[src/rtl/dac_share_scheduler_if.sv]
// Requester/DAC bundle for the shared-DAC scheduler: request valid/code in, one-hot ready out, DAC code and status out.
// Latency: n/a (wires only); the scheduler defines the timing of each signal.
// Backpressure: req_ready is the accept; a requester holds req_code stable while req_valid is high and req_ready low.
//
// Signals:
//   req_valid  [NUM_REQ]         per-requester request valid
//   req_code   [NUM_REQ*CODE_W]  packed codes, requester i at [i*CODE_W +: CODE_W]
//   req_ready  [NUM_REQ]         one-hot accept (combinational in the scheduler)
//   dac_d      [CODE_W]          registered code driving the DAC D input
//   dac_upd                      one-cycle pulse when dac_d takes a new code
//   busy                         high while the code is settling
//   last_grant [IDX_W]           index of the most recently accepted requester
interface dac_share_scheduler_if #(
    parameter int NUM_REQ = 2,
    parameter int CODE_W  = 10
);
    localparam int IDX_W = (NUM_REQ > 1) ? $clog2(NUM_REQ) : 1;

    logic [NUM_REQ-1:0]        req_valid;
    logic [NUM_REQ*CODE_W-1:0] req_code;
    logic [NUM_REQ-1:0]        req_ready;
    logic [CODE_W-1:0]         dac_d;
    logic                      dac_upd;
    logic                      busy;
    logic [IDX_W-1:0]          last_grant;

    // Requester side.
    modport master (
        output req_valid, req_code,
        input  req_ready, dac_d, dac_upd, busy, last_grant
    );

    // Scheduler side.
    modport slave (
        input  req_valid, req_code,
        output req_ready, dac_d, dac_upd, busy, last_grant
    );
endinterface

[src/rtl/dac_share_scheduler.sv]
// Shares one DAC between NUM_REQ requesters: round-robin pick, register the winning code, hold it for a settle window.
// Latency: accept is combinational in IDLE; the code appears on dac_d one cycle later, next accept SETTLE_CYCLES+1 cycles after.
// Backpressure: req_ready is all-zero while settling or in reset; waiting requesters hold valid/code, nothing is queued.
//
// Ports:
//   CLK      system clock, rising edge
//   reset_n  asynchronous active-low reset
//   bus      dac_share_scheduler_if.slave (must be instantiated with the same NUM_REQ and CODE_W)
module dac_share_scheduler #(
    parameter int                NUM_REQ       = 2,
    parameter int                CODE_W        = 10,
    parameter int                SETTLE_CYCLES = 4,
    parameter logic [CODE_W-1:0] RESET_CODE    = '0
) (
    input  logic                  CLK,
    input  logic                  reset_n,
    dac_share_scheduler_if.slave  bus
);
    localparam int IDX_W = (NUM_REQ > 1) ? $clog2(NUM_REQ) : 1;
    localparam int CNT_W = (SETTLE_CYCLES > 1) ? $clog2(SETTLE_CYCLES) : 1;

    localparam logic [IDX_W-1:0] LAST_IDX = IDX_W'(NUM_REQ - 1);
    localparam logic [CNT_W-1:0] CNT_LOAD = CNT_W'(SETTLE_CYCLES - 1);

    localparam logic [0:0] ST_IDLE   = 1'b0;
    localparam logic [0:0] ST_SETTLE = 1'b1;

    logic [0:0]        state_q, state_d;
    logic [CNT_W-1:0]  cnt_q, cnt_d;
    logic [CODE_W-1:0] dac_q, dac_d;
    logic              upd_q, upd_d;
    logic [IDX_W-1:0]  last_q, last_d;

    // Round-robin search: start one past the last winner and wrap.
    logic [NUM_REQ-1:0] grant_oh;
    logic [IDX_W-1:0]   grant_idx;
    logic               grant_any;
    int                 cand;

    always_comb begin
        grant_oh  = '0;
        grant_idx = last_q;
        grant_any = 1'b0;
        cand      = 0;
        for (int k = 1; k <= NUM_REQ; k++) begin
            cand = int'(last_q) + k;
            if (cand >= NUM_REQ) begin
                cand = cand - NUM_REQ;
            end
            if (!grant_any && bus.req_valid[IDX_W'(cand)]) begin
                grant_any = 1'b1;
                grant_idx = IDX_W'(cand);
            end
        end
        if (grant_any) begin
            grant_oh[grant_idx] = 1'b1;
        end
    end

    // Acceptance only in IDLE and never while reset is asserted, so req_ready
    // is forced low the instant reset_n falls.
    logic accept;
    assign accept = reset_n && (state_q == ST_IDLE) && grant_any;

    logic [CODE_W-1:0] win_code;
    always_comb begin
        win_code = '0;
        for (int i = 0; i < NUM_REQ; i++) begin
            if (grant_oh[i]) begin
                win_code = bus.req_code[i*CODE_W +: CODE_W];
            end
        end
    end

    always_comb begin
        state_d = state_q;
        cnt_d   = cnt_q;
        dac_d   = dac_q;
        upd_d   = 1'b0;
        last_d  = last_q;
        case (state_q)
            ST_IDLE: begin
                if (accept) begin
                    // Code passes through untouched; an unchanged code still
                    // gets a full update pulse and settle window.
                    state_d = ST_SETTLE;
                    cnt_d   = CNT_LOAD;
                    dac_d   = win_code;
                    upd_d   = 1'b1;
                    last_d  = grant_idx;
                end
            end
            ST_SETTLE: begin
                // Counter starts at SETTLE_CYCLES-1 so busy lasts exactly
                // SETTLE_CYCLES cycles.
                if (cnt_q == '0) begin
                    state_d = ST_IDLE;
                end else begin
                    cnt_d = cnt_q - CNT_W'(1);
                end
            end
            default: begin
                state_d = ST_IDLE;
            end
        endcase
    end

    always_ff @(posedge CLK or negedge reset_n) begin
        if (!reset_n) begin
            state_q <= ST_IDLE;
            cnt_q   <= '0;
            dac_q   <= RESET_CODE;
            upd_q   <= 1'b0;
            last_q  <= LAST_IDX;
        end else begin
            state_q <= state_d;
            cnt_q   <= cnt_d;
            dac_q   <= dac_d;
            upd_q   <= upd_d;
            last_q  <= last_d;
        end
    end

    assign bus.req_ready  = accept ? grant_oh : '0;
    assign bus.dac_d      = dac_q;
    assign bus.dac_upd    = upd_q;
    assign bus.busy       = (state_q == ST_SETTLE);
    assign bus.last_grant = last_q;

    a_ready_onehot: assert property (@(posedge CLK) disable iff (!reset_n)
        $onehot0(bus.req_ready));
    a_no_ready_when_busy: assert property (@(posedge CLK) disable iff (!reset_n)
        bus.busy |-> (bus.req_ready == '0));
    a_ready_needs_valid: assert property (@(posedge CLK) disable iff (!reset_n)
        ((bus.req_ready & ~bus.req_valid) == '0));
endmodule

[src/flat_wrapper.sv]
// flat-port wrapper written by rule: the top's interface ports become plain ports
module dac_share_scheduler_flat 
#(
    parameter int                NUM_REQ       = 2,
    parameter int                CODE_W        = 10,
    parameter int                SETTLE_CYCLES = 4,
    parameter logic [CODE_W-1:0] RESET_CODE    = '0
)
  (CLK, reset_n, bus_req_valid, bus_req_code, bus_req_ready, bus_dac_d, bus_dac_upd, bus_busy, bus_last_grant);
  dac_share_scheduler_if #(.NUM_REQ(NUM_REQ), .CODE_W(CODE_W)) bus_i ();
  input  logic CLK;
  input  logic reset_n;
  input wire logic [$bits(bus_i.req_valid)-1:0] bus_req_valid;
  input wire logic [$bits(bus_i.req_code)-1:0] bus_req_code;
  output wire logic [$bits(bus_i.req_ready)-1:0] bus_req_ready;
  output wire logic [$bits(bus_i.dac_d)-1:0] bus_dac_d;
  output wire logic [$bits(bus_i.dac_upd)-1:0] bus_dac_upd;
  output wire logic [$bits(bus_i.busy)-1:0] bus_busy;
  output wire logic [$bits(bus_i.last_grant)-1:0] bus_last_grant;
  assign bus_i.req_valid = bus_req_valid;
  assign bus_i.req_code = bus_req_code;
  assign bus_req_ready = bus_i.req_ready;
  assign bus_dac_d = bus_i.dac_d;
  assign bus_dac_upd = bus_i.dac_upd;
  assign bus_busy = bus_i.busy;
  assign bus_last_grant = bus_i.last_grant;
  dac_share_scheduler #(.NUM_REQ(NUM_REQ), .CODE_W(CODE_W), .SETTLE_CYCLES(SETTLE_CYCLES), .RESET_CODE(RESET_CODE)) u_core (.CLK(CLK), .reset_n(reset_n), .bus(bus_i));
endmodule
[config.mk]
export PLATFORM = sky130hd
export DESIGN_NAME = dac_share_scheduler_flat
export DESIGN_NICKNAME = d
export VERILOG_FILES = /design/src/rtl/dac_share_scheduler_if.sv /design/src/rtl/dac_share_scheduler.sv /design/src/flat_wrapper.sv
export SDC_FILE = /design/constraint.sdc
export NUM_CORES = 1
export LEC_CHECK = 0
export ABC_AREA = 1
export BUFFER_PORTS_ARGS = -buffer_cell sky130_fd_sc_hd__buf_2
export CORE_MARGIN = 5
export CORE_UTILIZATION = 30
export DETAILED_ROUTE_END_ITERATION = 6
export PLACE_DENSITY = 0.6
export SYNTH_ARGS = -nofsm -noshare
export SYNTH_HDL_FRONTEND = slang
export SYNTH_SLANG_ARGS = --single-unit
[constraint.sdc]
create_clock -name CLK -period 1.3 [get_ports CLK]
set_input_delay 0.13 -clock CLK [delete_from_list [all_inputs] [get_ports CLK]]
set_output_delay 0.13 -clock CLK [all_outputs]
set_load 0.01 [all_outputs]
==> flow_metrics.tcl, run 1 <==
set metrics [dict create \
    status "finished, violations left" \
    violations "negative setup slack" \
    rsz0062_at_grt "true" \
    ys_seq_area_share_pct 44.9 \
    routed_wl_mm 2.37 \
    cts_buffers 3 \
    cts_sinks 15 \
    wl_per_cell_um 11.9 \
    ys_seq_elements 15 \
    hold_path_class "in2reg" \
    grt_overflow_total 0 \
    synth-main-ff-cell "dfrtp_1" \
    area_delta_synth_final_pct 51.0 \
    rr_worst_depth 9 \
    path_class "reg2out" \
    critPathCaptureType "output port" \
    worst_slack_ps -161 \
    path_cells "inv_2 -> ha_4 -> inv_2 -> buf_6 -> nor2_4 -> buf_6" \
    grt-busiest-layer "met2" \
    rrSetupSlack_ps -90 \
    postRouteAntennaNets 0 \
    port_buffers 37 \
    synth_mux_area_share_pct 0 \
    synth_fa_ha_area_share_pct 4.47 \
    gp_congestion 0.714 \
    grt_pass1_vias 871 \
    clockRootBuffer "clkbuf_4" \
    multi_input_area_um2 427 \
    syn_avg_cell_area_um2 7.24 \
    slew_viol_final 0 \
    yosysMostFrequentCell "nand2_1" \
    fmax_ghz 0.684 \
    hold_depth 5 \
    start_kind "flip-flop" \
    htreeDepth 1 \
    synthCells 116 \
    min_to "u_core.bus.dac_d[6]" \
    hold_viol_final 0 \
    drt-initial-drc-count 31 \
    r2r-start "u_core.bus.last_grant" \
    first_pass_iters 3 \
    clock_latency_ps 280 \
    synth_top_family_by_area "simple AND/OR/NAND/NOR gates" \
    drive_gt1_share_pct 45.5 \
    drcViolationCount 0 \
    vias 886 \
    synth_fp_nets 143 \
    cts_buffer_depth 2 \
    dpl_worst_slack_ps 5.75 \
    die_w_um 62.9 \
    relSlewSlack_pct 83.7 \
    finalSetupViolCount 9 \
    synth_largest_area_cell "dfrtp_1" \
    tightest_slew_ps 245 \
    peakVddDrop_uv 980 \
    seqCellArea_um2 377 \
    grt_usage_pct 12.3 \
    place.detailed.hpwl_mm 1.76 \
    cap_violations 0 \
    synthArstFlopShare_pct 100 \
    use_met2_pct 21.9 \
    period_share_pct 112 \
    ios 39 \
    cp_data_arrival_time_ps 1330 \
    grt_first_pass_wirelength_mm 3.95 \
    total_power_w 0.00229 \
    n_antenna_cell 0 \
    synth_compound_area_share_pct 0.596 \
    finalNonFillerCells 198 \
    row_count 19 \
    dp.cells 189 \
    hold_start "bus_req_code[16]" \
    synth_area_um2 840 \
    vias_per_cell 4.47 \
    cts_tree "done" \
    critPathMaxFanout 2 \
    use_met3_pct 3.24 \
    yosysWarnings 0 \
    synth_top_area_share_pct 41.7 \
    die_h_um 62.9 \
    nNetsFinal 195 \
    synth_common_cells "nand2_1 (58), inv_1 (16), dfrtp_1 (14), nand3_1 (12)" \
    dieArea_mm2 0.00396 \
    synth_edf_count 0 \
    p_per_area_mw_per_mm2 1800 \
    synth-simple-area-share_pct 38.0 \
    period_needed_ps 1460 \
    fillerInstances 274 \
    initial_core_util_pct 31.0 \
    reg2reg_to "u_core.bus.dac_d[1]" \
    cp_top_family "flip-flops" \
    core-area_mm2 0.00271 \
    grt_max_degree 18 \
    antenna_found_initial 0 \
    path_clk_slew_ps 80 \
    leakage_nw 0.744 \
    cp_slowest_cell "dfstp_2" \
    ys_types 14 \
    grt.met1_usage_pct 14.3 \
    cp_data_required_time_ps 1170 \
    critPathBufInv 4 \
    synth-xor-area-share_pct 0 \
    fin_skew_ps 1.71 \
    yosys-top-cells-area "dfrtp_1 (42%), nand2_1 (26%), nand3_1 (7.2%)" \
    slowest_delay_ps 560 \
]
## flip-flops by register name, indices dropped and copies added, names as in the netlist
signal and cells:
u_core.bus.busy 1, u_core.bus.dac_d 10, u_core.bus.dac_upd 1, u_core.bus.last_grant 1, u_core.cnt_q 2
## stage by stage
stage                     TNS, ps  area [um2]  utilization [%]  hold WS (ps)
after CTS                    -689        1220             45.1           137
after floorplan                 0         842                -          -166
after detailed placement        0        1100             40.6           142
final                        -714        1270             46.8           143
after global routing        -1650        1270             46.8           150
after global placement          0        1100             40.6           134
## placed cells by master (no fill, tap or decap), types with 2 or more instances in the layout
cell / count
buf_4: 8
buf_2: 35
ha_4: 2
nand2_2: 8
dfrtp_1: 14
nor2_2: 2
inv_1: 13
inv_2: 4
nand2_1: 50
buf_6: 8
nand3_2: 3
nand3_1: 10
clkbuf_4: 3
## how the worst max path moves through the flow
| stage | start | end | slack (ps) | cells after the start |
|---|---|---|---|---|
| after CTS | u_core.bus.last_grant | bus_req_ready[1] | -190 | 6 |
| final | u_core.bus.last_grant | bus_req_ready[1] | -160 | 6 |
| after global placement | u_core.bus.last_grant | bus_req_ready[1] | 20 | 6 |
| after floorplan | u_core.bus.last_grant | u_core.bus.dac_d[4] | 30 | 7 |
| after detailed placement | u_core.bus.last_grant | u_core.bus.dac_d[8] | 6 | 7 |
| after global routing | u_core.bus.last_grant | bus_req_ready[0] | -250 | 5 |
## worst reg2reg max path: cells and delay by family, from the launching register on
kind | cells | cell delay, ps
buffers and inverters | 5 | 410
AND/OR/NAND/NOR | 3 | 160
flip-flops | 1 | 560
adder cells (fa/ha/maj) | 1 | 150
## cells by family after synthesis
kind of cell,after synthesis
and+or+nand+nor,75
buffers and inverters,22
AOI/OAI and AO/OA,1
DFF,15
adders and majority gates,3
## layer usage
layer | wire (um) | vias up
met2 | 1270 | 18
met3 | 102 | 2
met5 | 0 | -
li1 | - | 450
met4 | 21 | 0
met1 | 974 | 416
## where the power goes
part,internal (W),switching (W)
Clock,0.000119,0.000139
Sequential,0.000681,0.000112
Combinational,0.000573,0.000663
Total,0.00137,0.000914
## layout make-up
class	count	share of cell area, %
clock buffers	4	2.07
inverters	17	5.03
repair buffers	52	26.5
well taps	31	3.06
multi-input cells	79	33.7
flip-flops and latches	15	29.7
## repair_timing
item / CTS / global route
hold buffers: 1 / 0
pin swaps: 7 / 16
gates resized for setup: 14 / 14
setup endpoints to repair: 3 / 13
hold endpoints to repair: 15 / 0
buffers inserted: 4 / 1
Note: power is estimated with default switching activity, not from simulation.
==> run 2: changes to the inputs <==
Settings changed: CORE_ASPECT_RATIO set to 0.8, CORE_UTILIZATION 30 to 40, PLACE_DENSITY 0.6 to 0.75.
==> run 2 against run 1 <==
  * Critical path depth unchanged
  * Critical endpoint unchanged
  * Power down 0.87%
  * Setup slack worse by 37 ps
  * Combinational power down 4%
  * Die area down 21%
  * The flow still finishes with violations (negative setup slack)
  * Largest cell class unchanged
  * Utilization up 16 points
  * Sequential power up 2%
  * Clock power up 2%
==> flow_metrics.tcl, run 2 (synthesized netlist as in run 1, its figures left out) <==
set metrics [dict create \
    use_met3_pct 4.53 \
    status "finished, violations left" \
    grt-busiest-layer "met2" \
    drcViolationCount 0 \
    cts_sinks 15 \
    reg2reg_to "u_core.bus.dac_d[5]" \
    initial_core_util_pct 43.2 \
    antenna_found_initial 0 \
    largest_reg_flops 10 \
    critPathCaptureType "output port" \
    fin_util_pct 62.6 \
    path_class "reg2out" \
    start_kind "flip-flop" \
    grt_usage_pct 16.0 \
    hold_viol_final 0 \
    p_int_w 0.00136 \
    comb_power_share_pct 52.6 \
    cp_data_arrival_time_ps 1370 \
    grt_first_pass_wirelength_mm 3.73 \
    place.detailed.hpwl_mm 1.59 \
    crit_path_start "u_core.bus.last_grant" \
    final_common_cell "nand2_1" \
    die_w_um 61.2 \
    dpl_cell_area_mm2 0.00107 \
    fin_skew_ps 4.14 \
    min_to "u_core.bus.dac_d[6]" \
    switchingPower_w 0.000903 \
    period_share_pct 115 \
    leakage_nw 0.731 \
    routed_wl_mm 2.29 \
    n_antenna_cell 0 \
    clockRootBuffer "clkbuf_4" \
    slew_viol_final 0 \
    tightest_slew_ps 500 \
    hold_depth 5 \
    port_buffers 37 \
    hold_path_class "in2reg" \
    finalNonFillerCells 187 \
    core-area_mm2 0.00194 \
    cap_violations 0 \
    rr_worst_depth 7 \
    grt_pass1_vias 840 \
    grt_overflow_total 0 \
    clockPowerShare_pct 11.6 \
    rsz0062_at_grt "true" \
    peakVddDrop_uv 1040 \
    first_pass_iters 4 \
    dp.cells 177 \
    clock_latency_ps 280 \
    drt-initial-drc-count 28 \
    cts_tree "done" \
    hold_start "bus_req_code[16]" \
    fmax_ghz 0.667 \
    area_delta_synth_final_pct 45.0 \
    p_sw_share_pct 39.8 \
    vias_per_cell 4.66 \
    dieArea_mm2 0.00312 \
    fin_setup_tns_ps -390 \
    seqPwrFrac_pct 35.8 \
    cts_buffers 3 \
    relSlewSlack_pct 66.6 \
    period_needed_ps 1500 \
    die_h_um 51.0 \
    finalSetupViolCount 4 \
    drive_gt1_share_pct 41.1 \
    critPathMaxFanout 3 \
    violations "negative setup slack" \
    rrSetupSlack_ps -10 \
    r2r-start "u_core.bus.last_grant" \
    grt.met1_usage_pct 21.3 \
    htreeDepth 1 \
    nNetsFinal 191 \
    cp_data_required_time_ps 1170 \
    total_power_w 0.00227 \
    p_per_area_mw_per_mm2 1860 \
    vias 872 \
    grt_max_degree 14 \
    use_met2_pct 25.2 \
    row_count 14 \
    worst_slack_ps -198 \
    final_cell_mix "nand2_1 (53), buf_2 (36), dfrtp_1 (14), inv_1 (13), nand3_1 (12)" \
    path_clk_slew_ps 90 \
    cts_buffer_depth 2 \
    postRouteAntennaNets 0 \
    gp_congestion 0.736 \
    ios 39 \
    design_area_mm2 0.00122 \
    wl_per_cell_um 12.3 \
]
## run 2: power groups by stage
| stage | combinational [W] | clock, W | sequential [W] |
|---|---|---|---|
| after floorplan | 0.000509 | 0 | 0.000892 |
| after global placement | 0.000925 | 0 | 0.000811 |
| after detailed placement | 0.000967 | 0 | 0.000814 |
| after CTS | 0.00111 | 0.000275 | 0.000813 |
| after global routing | 0.00133 | 0.000292 | 0.000840 |
| final | 0.00119 | 0.000263 | 0.000811 |
## run 2: worst max-delay path: stages (launching register included)
cell and delay (ps):
dfstp_2 570, inv_2 60, ha_4 160, inv_2 60, buf_6 90, nor2_2 30
buf_2 130
## run 2: metrics by stage
stage / hold slack [ps] / setup WS (ps)
floorplan: -166 / 31.4
global placement: -6.39 / 9.83
CTS: 140 / -201
detailed placement: -3.24 / -12.4
global route: 173 / -264
finish: 144 / -198
## run 2: final cells by class
type	instances	area (um2)
Clock buffer	3	22.5
Clock inverter	1	5.00
Fill cell	170	727
Inverter	17	63.8
Multi-Input combinational cell	79	402
Sequential cell	15	377
Tap cell	24	30.0
Timing Repair Buffer	48	318
## run 2: what timing repair did
action                     CTS  global route
pin swaps                    3             1
cloned                       0             1
setup buffers                4             1
gates resized for setup     10             7
hold endpoints to repair    15             0
hold buffers                 1             0
setup endpoints to repair   10            13
## run 2: worst max path at each step
stage / to / depth (start not counted)
after floorplan: u_core.bus.dac_d[4] / 7
after global placement: u_core.bus.dac_d[8] / 7
after detailed placement: u_core.bus.dac_d[6] / 7
after CTS: bus_req_ready[1] / 6
after global routing: bus_req_ready[0] / 5
final: bus_req_ready[1] / 6
## run 2: routing by layer
| layer | share of wire (%) | vias up |
|---|---|---|
| li1 | - | 440 |
| met1 | 46 | 400 |
| met2 | 45 | 28 |
| met3 | 7.4 | 4 |
| met4 | 1.0 | 0 |
| met5 | 0 | - |
==> run 3: changes to the inputs <==
Settings changed: CORE_UTILIZATION 40 to 45, PLACE_DENSITY 0.75 to 0.8.
Clock period 1.3 ns to 1.5 ns, I/O delays scaled along.
==> run 3 against run 2 <==
  * The run now ends clean
  * Hold slack better by 5.1 ps
  * Power is 19% lower
  * Combinational power is 25% lower
  * Non-clock buffer count is 1 higher
  * Largest cell class unchanged
  * Highest routed layer unchanged
==> flow_metrics.tcl, run 3 (synthesized netlist as in run 1, its figures left out) <==
set metrics [dict create \
    area_delta_synth_final_pct 39.2 \
    drcViolationCount 0 \
    nNetsFinal 192 \
    cap_violations 0 \
    grt_overflow_total 0 \
    grt_max_degree 18 \
    routed_wl_mm 2.11 \
    grt_usage_pct 15.7 \
    multi_input_area_um2 392 \
    grt_pass1_vias 818 \
    grt_first_pass_wirelength_mm 3.45 \
    hold_viol_final 0 \
    first_pass_iters 4 \
    peakVddDrop_uv 922 \
    fmax_ghz 0.675 \
    dieArea_mm2 0.00283 \
    clock_latency_ps 290 \
    core-area_mm2 0.00182 \
    rsz0062_at_grt "true" \
    finalSetupViolCount 0 \
    postRouteAntennaNets 0 \
    place.detailed.hpwl_mm 1.60 \
    initial_core_util_pct 46.1 \
    antenna_found_initial 0 \
    leakage_nw 0.716 \
    htreeDepth 1 \
    wl_per_cell_um 11.2 \
    vias_per_cell 4.61 \
    rrSetupSlack_ps 160 \
    whs_ps 149 \
    reg2reg_to "u_core.bus.dac_d[6]" \
    status "finished, final reports clean" \
    cp_data_required_time_ps 1350 \
    min_to "u_core.bus.dac_d[8]" \
    port_buffers 37 \
    cp_data_arrival_time_ps 1330 \
    ios 39 \
    cts_sinks 15 \
    relSlewSlack_pct 71.1 \
    tightest_slew_ps 433 \
    largest_reg_flops 10 \
    seqCellArea_um2 377 \
    die_h_um 48.6 \
    fin_skew_ps 9.12 \
    path_class "reg2out" \
    cts_buffer_depth 2 \
    critPathMaxFanout 6 \
    start_kind "flip-flop" \
    gp_congestion 0.741 \
    fin_setup_tns_ps 0 \
    hold_start "bus_req_code[18]" \
    n_antenna_cell 0 \
    total_power_w 0.00184 \
    hold_path_class "in2reg" \
    clockRootBuffer "clkbuf_4" \
    hold_depth 5 \
    period_needed_ps 1480 \
    rr_worst_depth 7 \
    die_w_um 58.3 \
    fillerInstances 165 \
    critPathCaptureType "output port" \
    slew_viol_final 0 \
    row_count 14 \
    vias 866 \
    p_per_area_mw_per_mm2 1570 \
    drt-initial-drc-count 2 \
    cts_tree "done" \
    final_common_cell "nand2_1" \
    final_cell_mix "nand2_1 (58), buf_2 (37), dfrtp_1 (14), inv_1 (13), nand3_1 (12)" \
    cts_buffers 3 \
    worst_slack_ps 19.1 \
    r2r-start "u_core.bus.last_grant" \
    path_clk_slew_ps 90 \
    dpl_worst_slack_ps 77.7 \
    drive_gt1_share_pct 38.4 \
    period_share_pct 98.7 \
]
## run 3: changes by cell type in the layout (fill, tap and decap cells not counted), moves of 2 or more
cell,previous run,this run
nand2_1,53,58
buf_4,6,11
nand2_2,5,0
buf_6,2,0
## run 3: worst max-delay path by stage
stage | slack (ps) | to | start
floorplan | 190 | u_core.bus.dac_d[4] | u_core.bus.last_grant
global placement | 110 | bus_req_ready[1] | u_core.bus.last_grant
detailed placement | 80 | u_core.bus.dac_d[7] | u_core.bus.last_grant
CTS | -3 | bus_req_ready[1] | u_core.bus.last_grant
global route | -50 | bus_req_ready[0] | u_core.bus.last_grant
finish | 20 | bus_req_ready[0] | u_core.bus.last_grant
## run 3: final cells by class
| cell class | instances | area share [%] |
|---|---|---|
| multi-input combinational | 79 | 33.5 |
| sequential | 15 | 32.2 |
| timing repair buffer | 49 | 23.8 |
| inverter | 17 | 5.67 |
| tap | 24 | 2.57 |
| clock buffer | 4 | 2.25 |
## run 3: through the flow
stage | std cells | area [um2] | util, %
floorplan | 116 | 840 | -
global placement | 175 | 1040 | 57.1
detailed placement | 175 | 1040 | 57.1
CTS | 181 | 1100 | 60.4
global route | 188 | 1170 | 64.1
finish | 188 | 1170 | 64.1
## run 3: per-layer routing
metal  share of wire, %  vias up  GRT usage (%)
met3                6.5        7           6.12
met1                 39      390           17.4
met4                2.3        0           5.79
met2                 52       26           26.8
met5                  0        -              0
li1                   -      443              -
## run 3: repair_timing
action	4_1_cts	5_1_grt
pin swaps	1	2
setup buffers	1	7
setup endpoints to repair	2	2
hold endpoints to repair	15	0
hold buffers	1	0
resized for setup	6	4
## run 3: worst max-delay path: stages (launching register included)
cell,delay (ps)
dfstp_2,590
ha_4,180
inv_2,40
nor2_2,90
buf_2,130
## run 3: report_power, final
part           total, W  switching, W  internal [W]  leakage, nW
clock          0.000234      0.000130      0.000104       0.0150
combinational  0.000889      0.000499      0.000390        0.513
sequential     0.000717      0.000126      0.000591        0.187
total           0.00184      0.000755       0.00108        0.716
